$ cat config.mk
export PLATFORM = sky130hd
export DESIGN_NAME = arbiter_4ch_flat
export DESIGN_NICKNAME = d
export VERILOG_FILES = /design/src/rtl/arbiter_4ch_if.sv /design/src/rtl/arbiter_4ch.sv /design/src/flat_wrapper.sv
export SDC_FILE = /design/constraint.sdc
export NUM_CORES = 1
export LEC_CHECK = 0
export ABC_AREA = 0
export BUFFER_PORTS_ARGS = -buffer_cell sky130_fd_sc_hd__buf_2
export CAP_MARGIN = 20
export CORE_AREA = 10 10 47 49
export DETAILED_ROUTE_END_ITERATION = 6
export DIE_AREA = 0 0 57 59
export SYNTH_ARGS = -nofsm -noshare
export SYNTH_HDL_FRONTEND = slang
export SYNTH_SLANG_ARGS = --single-unit
$ cat constraint.sdc
create_clock -name clk -period 2.4 [get_ports clk]
set_input_delay 0.48 -clock clk [delete_from_list [all_inputs] [get_ports clk]]
set_output_delay 0.48 -clock clk [all_outputs]
set_load 0.005 [all_outputs]
$ cat src/rtl/arbiter_4ch_if.sv
// arbiter_4ch_if -- request/grant bundle between four requesters and arbiter_4ch.
//
// Signals:
//   req[3:0]       requester -> arbiter, bit i = requester i wants the resource
//   done           owner -> arbiter, the current owner releases the resource
//   grant[3:0]     arbiter -> requesters, one-hot owner, zero when idle
//   grant_idx[1:0] arbiter -> requesters, index of current or most recent owner
//   busy           arbiter -> requesters, a grant is active
//   timeout        arbiter -> requesters, one-cycle pulse after a hold-limit revoke
//   dbg_state      arbiter -> observers, FSM state (0 = IDLE, 1 = GRANT)
//
// Handshake: a requester raises req[i] and holds it until it sees grant[i]; it
// owns the resource for every cycle grant[i] is high. The owner ends ownership
// by pulsing done or by dropping req[i]; the arbiter may also revoke the grant
// at the hold limit, in which case timeout pulses. Every grant is followed by
// at least one cycle with grant == 0 before the next grant.
interface arbiter_4ch_if;
   logic [3:0] req;
   logic       done;
   logic [3:0] grant;
   logic [1:0] grant_idx;
   logic       busy;
   logic       timeout;
   logic       dbg_state;

   modport master (
      output req, done,
      input  grant, grant_idx, busy, timeout, dbg_state
   );

   modport slave (
      input  req, done,
      output grant, grant_idx, busy, timeout, dbg_state
   );
endinterface

$ cat src/rtl/arbiter_4ch.sv
// arbiter_4ch -- four-requester round-robin arbiter with a hold limit.
//
// Ports:
//   clk     rising-edge clock
//   reset   synchronous, active-low reset
//   arb_io  arbiter_4ch_if.slave: req/done in; grant/grant_idx/busy/timeout/dbg_state out
//
// Parameter:
//   MAX_HOLD  maximum consecutive grant cycles for one owner (2..256)
//
// A grant is issued one cycle after a request is seen in IDLE. The round-robin
// pointer moves past each winner so every requester is reached within four
// grants. An owner leaves by done or by dropping its request; otherwise the
// grant is revoked after MAX_HOLD cycles and timeout pulses once.
module arbiter_4ch #(
   parameter int MAX_HOLD = 8
) (
   input  logic          clk,
   input  logic          reset,
   arbiter_4ch_if.slave  arb_io
);

   // Counter only needs to reach MAX_HOLD-1, so clog2(MAX_HOLD) bits suffice.
   localparam int CW = (MAX_HOLD > 2) ? $clog2(MAX_HOLD) : 1;
   localparam logic [CW-1:0] HOLD_LAST = CW'(MAX_HOLD - 1);

   typedef enum logic {
      ST_IDLE  = 1'b0,
      ST_GRANT = 1'b1
   } state_t;

   state_t        state_q, state_d;
   logic [1:0]    ptr_q, ptr_d;
   logic [1:0]    idx_q, idx_d;
   logic [CW-1:0] hold_q, hold_d;
   logic          timeout_q, timeout_d;

   // State register
   always_ff @(posedge clk) begin
      if (!reset) begin
         state_q   <= ST_IDLE;
         ptr_q     <= 2'd0;
         idx_q     <= 2'd0;
         hold_q    <= '0;
         timeout_q <= 1'b0;
      end else begin
         state_q   <= state_d;
         ptr_q     <= ptr_d;
         idx_q     <= idx_d;
         hold_q    <= hold_d;
         timeout_q <= timeout_d;
      end
   end

   // Next-state logic
   always_comb begin
      logic       win_found;
      logic [1:0] win_idx;
      logic [1:0] cand;
      logic       release_now;

      state_d   = state_q;
      ptr_d     = ptr_q;
      idx_d     = idx_q;
      hold_d    = hold_q;
      timeout_d = 1'b0;

      // Round-robin search starting at ptr; the 2-bit add wraps 3 -> 0.
      win_found = 1'b0;
      win_idx   = ptr_q;
      cand      = ptr_q;
      for (int k = 0; k < 4; k++) begin
         cand = ptr_q + 2'(k);
         if (!win_found && arb_io.req[cand]) begin
            win_found = 1'b1;
            win_idx   = cand;
         end
      end

      release_now = arb_io.done || !arb_io.req[idx_q];

      case (state_q)
         ST_IDLE: begin
            // done is meaningless without an owner and is ignored here.
            if (win_found) begin
               state_d = ST_GRANT;
               idx_d   = win_idx;
               ptr_d   = win_idx + 2'd1;
               hold_d  = '0;
            end
         end
         ST_GRANT: begin
            // A voluntary release wins over a simultaneous hold-limit revoke.
            if (release_now) begin
               state_d = ST_IDLE;
            end else if (hold_q == HOLD_LAST) begin
               state_d   = ST_IDLE;
               timeout_d = 1'b1;
            end else begin
               hold_d = hold_q + CW'(1);
            end
         end
         default: begin
            state_d = ST_IDLE;
         end
      endcase
   end

   // Output logic
   always_comb begin
      arb_io.busy      = (state_q == ST_GRANT);
      arb_io.grant     = (state_q == ST_GRANT) ? (4'b0001 << idx_q) : 4'b0000;
      arb_io.grant_idx = idx_q;
      arb_io.timeout   = timeout_q;
      arb_io.dbg_state = state_q;
   end

endmodule

$ cat src/flat_wrapper.sv
// flat-port wrapper written by rule: the top's interface ports become plain ports
module arbiter_4ch_flat 
#(
   parameter int MAX_HOLD = 8
)
  (clk, reset, arb_io_req, arb_io_done, arb_io_grant, arb_io_grant_idx, arb_io_busy, arb_io_timeout, arb_io_dbg_state);
  arbiter_4ch_if arb_io_i ();
  input  logic clk;
  input  logic reset;
  input wire logic [$bits(arb_io_i.req)-1:0] arb_io_req;
  input wire logic [$bits(arb_io_i.done)-1:0] arb_io_done;
  output wire logic [$bits(arb_io_i.grant)-1:0] arb_io_grant;
  output wire logic [$bits(arb_io_i.grant_idx)-1:0] arb_io_grant_idx;
  output wire logic [$bits(arb_io_i.busy)-1:0] arb_io_busy;
  output wire logic [$bits(arb_io_i.timeout)-1:0] arb_io_timeout;
  output wire logic [$bits(arb_io_i.dbg_state)-1:0] arb_io_dbg_state;
  assign arb_io_i.req = arb_io_req;
  assign arb_io_i.done = arb_io_done;
  assign arb_io_grant = arb_io_i.grant;
  assign arb_io_grant_idx = arb_io_i.grant_idx;
  assign arb_io_busy = arb_io_i.busy;
  assign arb_io_timeout = arb_io_i.timeout;
  assign arb_io_dbg_state = arb_io_i.dbg_state;
  arbiter_4ch #(.MAX_HOLD(MAX_HOLD)) u_core (.clk(clk), .reset(reset), .arb_io(arb_io_i));
endmodule
**Word level (Yosys, flattened, before mapping)**

Cells that the tools add are included.

- Shift operators: 1
- Add/subtract/negate cells: 5
- $lt $le $gt $ge: 5
- Bitwise gates (word level): 2
- Equal/unequal tests: 4
- Mux-type cells: 27
- Reduce and logical (&&, ||, !) cells: 11

Operators by type and width:

| cell | count |
|---|---|
| $lt 2x3->1 const B | 5 |
| $mux 1 | 13 |
| $bmux 1 s2 | 5 |
| $mux 3 | 3 |
| $mux 2 | 3 |
| $pmux 3 s2 | 1 |
| $add 2x1->2 const B | 2 |
| $add 2x2->2 const B | 2 |
| $logic_not 1->1 | 4 |
| $mux 4 | 1 |
| $ne 2x2->1 const B | 2 |
| $shl 1x2->4 const A | 1 |
| $add 3x1->3 const B | 1 |
| $eq 3x3->1 const B | 1 |
| $logic_and 1x1->1 | 3 |
| $reduce_and 3->1 | 1 |
| $reduce_or 3->1 | 1 |
| $ne 2x1->1 const B | 1 |
| $not 1->1 | 2 |
| $pmux 1 s2 | 1 |
| $reduce_and 2->1 | 1 |
| $logic_or 1x1->1 | 1 |

- Flip-flop bits (word level): 9
- Word-level logic and storage cells: 60
- Input port bits: 7
- Output and inout bits: 9

**Longest topological paths before layout**

Gate-level depths: netlist (run 1).

- Word-level depth: 14
- Mapped depth: 5
- Mapped depth without buffers: 5

**Least setup slack after synthesis (run 1)**

Ideal clock, no wire load.

- Path type: flip-flop to flip-flop
- Start: register u_core.idx_q[0] (netlist: u_core.arb_io.grant_idx[0])
- End: register u_core.hold_q[0]
- Library setup time: 0.058 ns
- Data arrival time: 1.475 ns
- Slack: 0.868 ns
- Stages on the path, launching flop included: 6
- Path through: dfxtp_1 mux4_1 nand3b_1 or2_4 and3_1 o21a_1

- Longest elaborated chain between the ends: 6

Ends and longest elaborated chain:

| item | line | text |
|---|---|---|
| start, declared | arbiter_4ch.sv:34 | `logic [1:0] idx_q, idx_d;` |
| start signal, assigned | arbiter_4ch.sv:49 | `idx_q <= idx_d;` |
| $bmux 1 s2 | arbiter_4ch.sv:80 | `release_now = arb_io.done \|\| !arb_io.req[idx_q];` |
| $mux 1 (not written as such) | arbiter_4ch.sv:80 |  |
| $logic_not 1->1 | arbiter_4ch.sv:80 |  |
| $logic_or 1x1->1 | arbiter_4ch.sv:80 |  |
| $ne 2x2->1 (no source line) | -- |  |
| $reduce_and 3->1 (no source line) | -- |  |
| end signal, assigned | arbiter_4ch.sv:50 | `hold_q <= hold_d;` |
| end, declared | arbiter_4ch.sv:35 | `logic [CW-1:0] hold_q, hold_d;` |

No other way between the ends. The select of a mux whose other input is x is not followed.
A chain may end at the register's enable or synchronous reset.

**Worst setup path after layout (run 1)**

Ends and elaborated chain as after synthesis.

==> flow_metrics.tcl, run 1 <==
set metrics [dict create \
    status "completed" \
    clock.fmax_mhz 604 \
    slowest_delay_ps 590 \
    max_slew_margin_pct 75.6 \
    vias 471 \
    dp_cells 93 \
    ys_ff_latch 9 \
    slew_viol_final 0 \
    async_flop_share_pct 0 \
    routedWlPerCell_um 11.6 \
    routed_wl_um 1130 \
    cts_root_buf "clkbuf_4" \
    cap_violations 0 \
    cts.hold.buffers_added 0 \
    setup.worst_path.end_class "flip-flop" \
    startpoint_type "flip-flop" \
    numCtsBuffers 3 \
    finalNonFillerCells 97 \
    grt_use_total_pct 7.14 \
    max-clock-path-buffers 2 \
    cts_htree_levels 1 \
    insertion_delay_ps 260 \
    nets 91 \
    core_area_um2 1400 \
    worst_slew_pin_slew_ps 366 \
    place_congestion 0.797 \
    dr.pass1.iters 4 \
    clk_pin_slew_ps 60 \
    layout_common_cells "buf_2 (15), nand2_1 (12), dfxtp_1 (9), nor2_1 (7), a21boi_0 (5)" \
    peakVddDrop_mv 0.290 \
    synth_edf_count 0 \
    total_power_uw 378 \
    cts_tree "yes" \
    ys_types 24 \
    yosysSeqAreaShare_pct 34.8 \
    layout_commonest_cell "buf_2" \
    drc 0 \
    hold-worst-slack_ps 483 \
    hpwl_um 872 \
    grt_pass1_vias 426 \
    worst_ep_arrival_time_ps 1860 \
    cp_data_required_time_ps 2610 \
    syn_avg_cell_area_um2 8.22 \
    fin_setup_tns_ps 0 \
    route.layer.met1.wl_um 555 \
    die-area_um2 3360 \
    path_delay_family "multiplexers" \
    hp-class "reg -> reg" \
    grt_max_degree 10 \
    cts_resized 0 \
    die_x_um 57 \
    port_buffers 15 \
    initial_core_util_pct 37.0 \
    worstPathMaxFanout 7 \
    p_leak_nw 0.307 \
    via_per_inst 4.86 \
    drt_iter0_drc 8 \
    synth_nets 72 \
    ys_warn_count 0 \
    grt_pass1_wl_um 1950 \
    fin_skew_ps 1.75 \
    overflow 0 \
    drtAntennaViolNets 0 \
    path_buf_inv 0 \
    period_needed_ps 1660 \
    top_layer_used "met4" \
    finalCritPeriodShare_pct 69.0 \
    crit_type "reg -> reg" \
    hold_viol 0 \
    num_rows 14 \
    timing.final.ws_setup_ps 744 \
    die_h_um 59 \
    antenna_found_initial 0 \
    drive_gt1_share_pct 25.9 \
    setup_viol 0 \
    power.density_nw_per_um2 598 \
    path_cells "mux4_1 > nand3b_1 > or2_4 > and3_1 > o21a_1" \
    n_antenna_cell 0 \
    post-place-ws_ps 677 \
    cp_slowest_cell "mux4_1" \
    synthFlopType "dfxtp_1" \
    wl_met3_um 97 \
    area_delta_synth_final_pct 22.0 \
    cts_setup_buffers 0 \
    cts_sinks 9 \
    wl_met2_um 462 \
    rsz0062_at_grt "no" \
    io_pins 16 \
    synth_cells 63 \
    syn-cell-area_um2 518 \
]
cell families (layout without fill, tap and decap cells):
family / count (synthesis) / count (layout) / synth area share, %
compound gates: 17 / 17 / 22.9
xor+xnor: 1 / 1 / 1.69
fa+ha+maj: 2 / 2 / 4.83
buf+inv: 3 / 21 / 2.90
flops: 9 / 9 / 34.8
mux: 1 / 1 / 5.07
simple gates: 30 / 30 / 27.8
sequential cells by signal, indices dropped and copies added, names as in the netlist:
name / count
u_core.hold_q: 3
u_core.ptr_q: 2
u_core.arb_io.timeout: 1
u_core.arb_io.grant_idx: 2
u_core.arb_io.busy: 1
area by class of cell:
type / instances / area (um2)
Tap cell: 16 / 20.0
Sequential cell: 9 / 180
Fill cell: 146 / 769
Timing Repair Buffer: 15 / 75.1
Clock buffer: 4 / 26.3
Multi-Input combinational cell: 51 / 323
Inverter: 2 / 7.51
worst register-to-register path, cell delays in order (launching register included):
cell      delay, ps
dfxtp_1         440
mux4_1          590
nand3b_1        150
or2_4           160
and3_1          150
o21a_1          110
metrics by stage:
step | util, % | area, um2
after floorplan | - | 518
after global placement | 43.2 | 606
after detailed placement | 43.2 | 606
after CTS | 45.1 | 632
after global routing | 45.1 | 632
final | 45.1 | 632
metal layers:
layer | global-route usage, % | vias up
met1 | 8.50 | 199
met4 | 3.02 | 0
li1 | - | 257
met5 | 0 | -
met3 | 4.72 | 2
met2 | 9.77 | 13
final timing paths:
check | start | endpoint | slack, ps | depth (start not counted)
max | u_core.arb_io.grant_idx[0]$_SDFFE_PN0P_ | u_core.hold_q[0]$_SDFFE_PN0P_ | 740 | 5
min | u_core.hold_q[1]$_SDFFE_PN0P_ | u_core.hold_q[1]$_SDFFE_PN0P_ | 480 | 2
max reg2reg | u_core.arb_io.grant_idx[0]$_SDFFE_PN0P_ | u_core.hold_q[0]$_SDFFE_PN0P_ | 740 | 5
min reg2reg | u_core.hold_q[1]$_SDFFE_PN0P_ | u_core.hold_q[1]$_SDFFE_PN0P_ | 480 | 2
report_power, final:
group | internal [mW] | switching [mW] | total, mW
clock | 0.0640 | 0.0514 | 0.115
combinational | 0.0414 | 0.0419 | 0.0832
sequential | 0.162 | 0.0178 | 0.179
synthesized netlist by cell type (2+ instances only):
master	n	share of area [%]
a21oi_1	4	3.9
inv_1	2	1.4
ha_1	2	4.8
nand2b_1	2	2.4
a21o_1	2	2.9
dfxtp_1	9	35
nor2_1	7	5.1
a21boi_0	5	7.2
nand2_1	12	8.7
o21ai_0	3	2.9
nand3_1	2	1.9
Note: power is estimated with default switching activity, not from simulation.
==> inputs of run 2 (changes only) <==
- PLACE_DENSITY: default -> 0.66
- clock period: 2.4 -> 1.45 ns (I/O delays scaled with it)
==> run 2 against run 1 <==
Compared with the run above:
- utilization is 4.8 points higher
- final area is 11% higher
- setup slack worse by 720 ps
- wire length is 12% higher
- non-clock buffer count is 8 higher
- sequential share of layout area is 2.2 points lower
- sequential power is 58% higher
- register-to-register slack worse by 720 ps
- clock skew is 0.58 ps lower
- cell count is 8.2% higher
- flip-flop and latch count stayed put
- maximum frequency is 16% higher
==> flow_metrics.tcl, run 2 (same netlist as run 1, synthesis figures left out) <==
set metrics [dict create \
    hpwl_um 1080 \
    power.internal_uw 468 \
    worstReg2RegEnd "u_core.hold_q[0]$_SDFFE_PN0P_" \
    grt_use_total_pct 7.65 \
    timing.final.ws_setup_ps 22.4 \
    port_buffers 15 \
    peakVddDrop_mv 0.374 \
    overflow 0 \
    grt_pass1_wl_um 2120 \
    layout_common_cells "buf_2 (15), nand2_1 (12), buf_4 (8), dfxtp_1 (8), nor2_1 (7)" \
    routedWlPerCell_um 12.0 \
    reg2reg_depth 5 \
    rsz0062_at_grt "yes" \
    placed_area_um2 671 \
    drive_gt1_share_pct 37.1 \
    cap_violations 0 \
    r2r-start "u_core.arb_io.grant_idx[0]$_SDFFE_PN0P_" \
    dr.pass1.iters 4 \
    fin_skew_ps 1.16 \
    die-area_um2 3360 \
    multi_input_area_um2 327 \
    insertion_delay_ps 250 \
    period_needed_ps 1430 \
    slew_viol_final 0 \
    nets 99 \
    startpoint_type "flip-flop" \
    hold_viol 0 \
    initial_core_util_pct 37.0 \
    drt_iter0_drc 2 \
    swShare_pct 28.4 \
    cts_root_buf "clkbuf_4" \
    cts_tree "yes" \
    power_switching_uw 185 \
    hp-class "in -> reg" \
    cts_sinks 9 \
    numCtsBuffers 3 \
    p_leak_nw 0.339 \
    grt_max_degree 10 \
    clkPwrFrac_pct 28.0 \
    seq_power_share_pct 43.2 \
    cts_htree_levels 1 \
    worst_ep_arrival_time_ps 1570 \
    vias 511 \
    die_h_um 59 \
    setup.worst_path.end_class "flip-flop" \
    fin_area_um2 699 \
    num_rows 14 \
    finalNonFillerCells 105 \
    cts.hold.buffers_added 0 \
    fillCellCount 156 \
    min_to "u_core.arb_io.timeout$_SDFF_PP0_" \
    whs_path_depth 3 \
    layout_commonest_cell "buf_2" \
    routed_wl_um 1260 \
    largest_register_ffs 3 \
    drc 0 \
    via_per_inst 4.87 \
    dp_cells 101 \
    die_x_um 57 \
    place_congestion 0.752 \
    combPwrFrac_pct 28.7 \
    post-place-ws_ps -22.4 \
    worst_slew_pin_slew_ps 368 \
    rrSetupSlack_ps 20 \
    io_pins 16 \
    drtAntennaViolNets 0 \
    antenna_found_initial 0 \
    status "completed" \
    finalCritPeriodShare_pct 98.5 \
    n_antenna_cell 0 \
    top_register "u_core.hold_q" \
    max_slew_margin_pct 75.5 \
    seq_area_um2 184 \
    clk_pin_slew_ps 60 \
    grt_pass1_vias 518 \
    max-clock-path-buffers 2 \
    setup_viol 0 \
    cp_data_required_time_ps 1600 \
    area_delta_synth_final_pct 35.0 \
    fin_setup_tns_ps 0 \
    clock.fmax_mhz 700 \
    power.density_nw_per_um2 934 \
    worstPathMaxFanout 5 \
    core_area_um2 1400 \
    crit_type "reg -> reg" \
    total_power_uw 654 \
    hp-start "reset" \
]
==> run 2: cell types whose count changed in the layout (fill, tap and decap cells not counted), sizes merged <==
cell | previous run | this run
buf | 15 | 23
==> run 2: area by class of cell <==
class / instances / area share [%]
Clock buffer: 4 / 3.76
Timing Repair Buffer: 23 / 19.3
Inverter: 2 / 1.07
Tap cell: 16 / 2.86
Multi-Input combinational cell: 51 / 46.7
Sequential cell: 9 / 26.3
==> run 2: timing repair <==
item | in CTS | in global routing
cloned | 0 | 0
gates resized for setup | 0 | 3
pin swaps | 1 | 3
setup endpoints to repair | 1 | 3
buffers inserted | 0 | 0
==> run 2: critical path, stage by stage, from the launching register on <==
cell and delay, ps:
dfxtp_4 340, mux4_2 320, nand3b_1 90, or2_4 260
and3_4 150, o21a_1 150
==> run 2: how the worst max path moves through the flow <==
stage                                     to                               startpoint  cells past startpoint  slack, ps
2_1_floorplan  u_core.hold_q[0]$_SDFFE_PN0P_  u_core.arb_io.grant_idx[0]$_SDFFE_PN0P_                      5          9
3_3_place_gp   u_core.hold_q[0]$_SDFFE_PN0P_                            arb_io_req[2]                      6         10
3_5_place_dp   u_core.hold_q[0]$_SDFFE_PN0P_                            arb_io_req[2]                      6        -20
4_1_cts        u_core.hold_q[0]$_SDFFE_PN0P_  u_core.arb_io.grant_idx[0]$_SDFFE_PN0P_                      5         10
5_1_grt        u_core.hold_q[0]$_SDFFE_PN0P_  u_core.arb_io.grant_idx[0]$_SDFFE_PN0P_                      5        -20
6_report       u_core.hold_q[0]$_SDFFE_PN0P_  u_core.arb_io.grant_idx[0]$_SDFFE_PN0P_                      5         20
==> run 2: routing by layer <==
| layer | part of all wire (%) | GRT usage (%) | routed length (um) |
|---|---|---|---|
| met1 | 41 | 6.87 | 510 |
| met2 | 53 | 14.7 | 662 |
| met4 | 0 | 3.02 | 0 |
| met3 | 6.8 | 3.22 | 85 |
| met5 | 0 | 0 | 0 |
==> run 2: stage by stage <==
step	hold slack [ps]	util [%]
floorplan	407	-
global placement	485	47.9
detailed placement	486	47.9
CTS	321	49.7
global route	338	49.9
finish	330	49.9
==> run 2: power by group through the flow <==
stage	clock [mW]	sequential, mW	combinational (mW)
finish	0.183	0.283	0.188
global route	0.203	0.286	0.210
CTS	0.193	0.283	0.190
detailed placement	0	0.289	0.190
global placement	0	0.288	0.185
floorplan	0	0.298	0.0963
==> inputs of run 3 (changes only) <==
- REMOVE_ABC_BUFFERS: default -> 1
==> run 3 against run 2 <==
Compared with the run above:
- cell count increased by 0.95%
- via count increased by 6.1%
- count of clock-buffer cells in the layout unchanged
- final area increased by 0.54%
- critical path type unchanged
- critical endpoint unchanged
- largest cell class unchanged
- highest routed layer is now met4
==> flow_metrics.tcl, run 3 (same netlist as run 1, synthesis figures left out) <==
set metrics [dict create \
    cts_sinks 9 \
    r2r-start "u_core.arb_io.grant_idx[0]$_SDFFE_PN0P_" \
    peakVddDrop_mv 0.863 \
    met3_usage_pct 5.15 \
    whs_path_depth 3 \
    cts_htree_levels 1 \
    cts_tree "yes" \
    setup_viol 0 \
    grt_pass1_vias 493 \
    grt_use_total_pct 7.68 \
    clock.fmax_mhz 691 \
    grt_max_degree 10 \
    initial_core_util_pct 37.0 \
    routed_wl_um 1200 \
    drtAntennaViolNets 0 \
    rsz0062_at_grt "yes" \
    busiest_layer "met2" \
    io_pins 16 \
    slew_viol_final 0 \
    overflow 0 \
    place_congestion 0.747 \
    worst_slew_pin_slew_ps 366 \
    worst_ep_arrival_time_ps 1610 \
    dp_cells 102 \
    clkPwrFrac_pct 29.3 \
    top_register "u_core.hold_q" \
    period_needed_ps 1450 \
    vias 542 \
    status "completed" \
    cap_violations 0 \
    reg2reg_depth 5 \
    via_per_inst 5.11 \
    path_cells "mux4_2 > nand3b_1 > or2_4 > and3_4 > o21a_1" \
    hp-start "reset" \
    setup.worst_path.end_class "flip-flop" \
    layout_common_cells "buf_2 (15), nand2_1 (12), buf_4 (9), nor2_1 (7), dfxtp_1 (7)" \
    die_x_um 57 \
    hold_viol 0 \
    finalNonFillerCells 106 \
    power.density_nw_per_um2 945 \
    n_antenna_cell 0 \
    use_met1_pct 7.21 \
    fin_skew_ps 4.48 \
    cts_root_buf "clkbuf_4" \
    layout_commonest_cell "buf_2" \
    port_buffers 15 \
    fin_util_pct 50.2 \
    fillCellCount 150 \
    seq_power_share_pct 42.7 \
    min_to "u_core.arb_io.timeout$_SDFF_PP0_" \
    worstReg2RegEnd "u_core.hold_q[0]$_SDFFE_PN0P_" \
    die-area_um2 3360 \
    antenna_found_initial 0 \
    largest_register_ffs 3 \
    slowest_delay_ps 330 \
    clk_pin_slew_ps 60 \
    drive_gt1_share_pct 37.8 \
    rrSetupSlack_ps 2 \
    insertion_delay_ps 260 \
    drc 0 \
    power_switching_uw 194 \
    crit_type "reg -> reg" \
    use_met2_pct 12.6 \
    die_h_um 59 \
    power.internal_uw 471 \
    worstPathMaxFanout 5 \
    max-clock-path-buffers 2 \
    num_rows 14 \
    hpwl_um 1010 \
    p_leak_nw 0.347 \
    cts_setup_buffers 0 \
    path_delay_family "simple AND/OR/NAND/NOR gates" \
    area_delta_synth_final_pct 35.7 \
    routedWlPerCell_um 11.3 \
    grt_pass1_wl_um 2010 \
    hp-class "in -> reg" \
    combPwrFrac_pct 28.0 \
    cp_slowest_cell "dfxtp_2" \
    dr.pass1.iters 4 \
    drt_iter0_drc 13 \
    cp_data_required_time_ps 1610 \
    max_slew_margin_pct 75.6 \
    path_buf_inv 0 \
    startpoint_type "flip-flop" \
    nets 100 \
    swShare_pct 29.1 \
    numCtsBuffers 3 \
    finalCritPeriodShare_pct 99.9 \
    core_area_um2 1400 \
]
## run 3: changes by cell type in the layout (fill, tap and decap cells not counted), sizes merged
cell / change
buf: +1
## run 3: per-layer routing
metal	vias to the layer above	routed length (um)
met5	-	0
met4	0	19
met3	4	85
met2	15	585
met1	246	511
li1	277	-
## run 3: worst max path at each step
stage,from,endpoint,slack [ps],depth (start not counted)
detailed placement,arb_io_req[2],u_core.hold_q[2]$_SDFFE_PN0P_,-50,6
CTS,u_core.arb_io.grant_idx[0]$_SDFFE_PN0P_,u_core.hold_q[0]$_SDFFE_PN0P_,-30,5
global route,u_core.arb_io.grant_idx[0]$_SDFFE_PN0P_,u_core.hold_q[0]$_SDFFE_PN0P_,-60,5
floorplan,u_core.arb_io.grant_idx[0]$_SDFFE_PN0P_,u_core.hold_q[0]$_SDFFE_PN0P_,-80,5
global placement,arb_io_req[2],u_core.hold_q[2]$_SDFFE_PN0P_,-5,6
finish,u_core.arb_io.grant_idx[0]$_SDFFE_PN0P_,u_core.hold_q[0]$_SDFFE_PN0P_,2,5
## run 3: timing repair
action | CTS | global route
hold buffers | 0 | 0
pin swaps | 3 | 4
endpoints found under the setup margin | 3 | 4
gates resized for setup | 3 | 3
## run 3: area by class of cell
class	count	area, um2	share of cell area [%]
tap	16	20.0	2.85
multi-input combinational	51	324	46.1
timing repair buffer	24	143	20.3
clock buffer	4	26.3	3.74
sequential	9	183	26.0
inverter	2	7.51	1.07
## run 3: worst min-delay path, stage by stage
cell,delay [ps]
buf_2,140
nand2_1,70
nor2_1,30
## run 3: power by group through the flow
stage	combinational (mW)	sequential [mW]	clock [mW]
5_1_grt	0.210	0.287	0.220
3_3_place_gp	0.184	0.288	0
2_1_floorplan	0.0907	0.297	0
3_5_place_dp	0.186	0.288	0
6_report	0.186	0.284	0.195
4_1_cts	0.189	0.284	0.203
## run 3: metrics by stage
| stage | cell area, um2 | setup TNS [ps] | power, mW | hold WS (ps) | worst slack (ps) |
|---|---|---|---|---|---|
| CTS | 702 | -25.1 | 0.676 | 309 | -25.1 |
| global placement | 673 | -8.47 | 0.472 | 475 | -5.01 |
| finish | 703 | 0 | 0.665 | 316 | 1.91 |
| global route | 703 | -77.5 | 0.717 | 313 | -59.6 |
| floorplan | 510 | -189 | 0.388 | 408 | -82.2 |
| detailed placement | 673 | -141 | 0.474 | 476 | -54.3 |
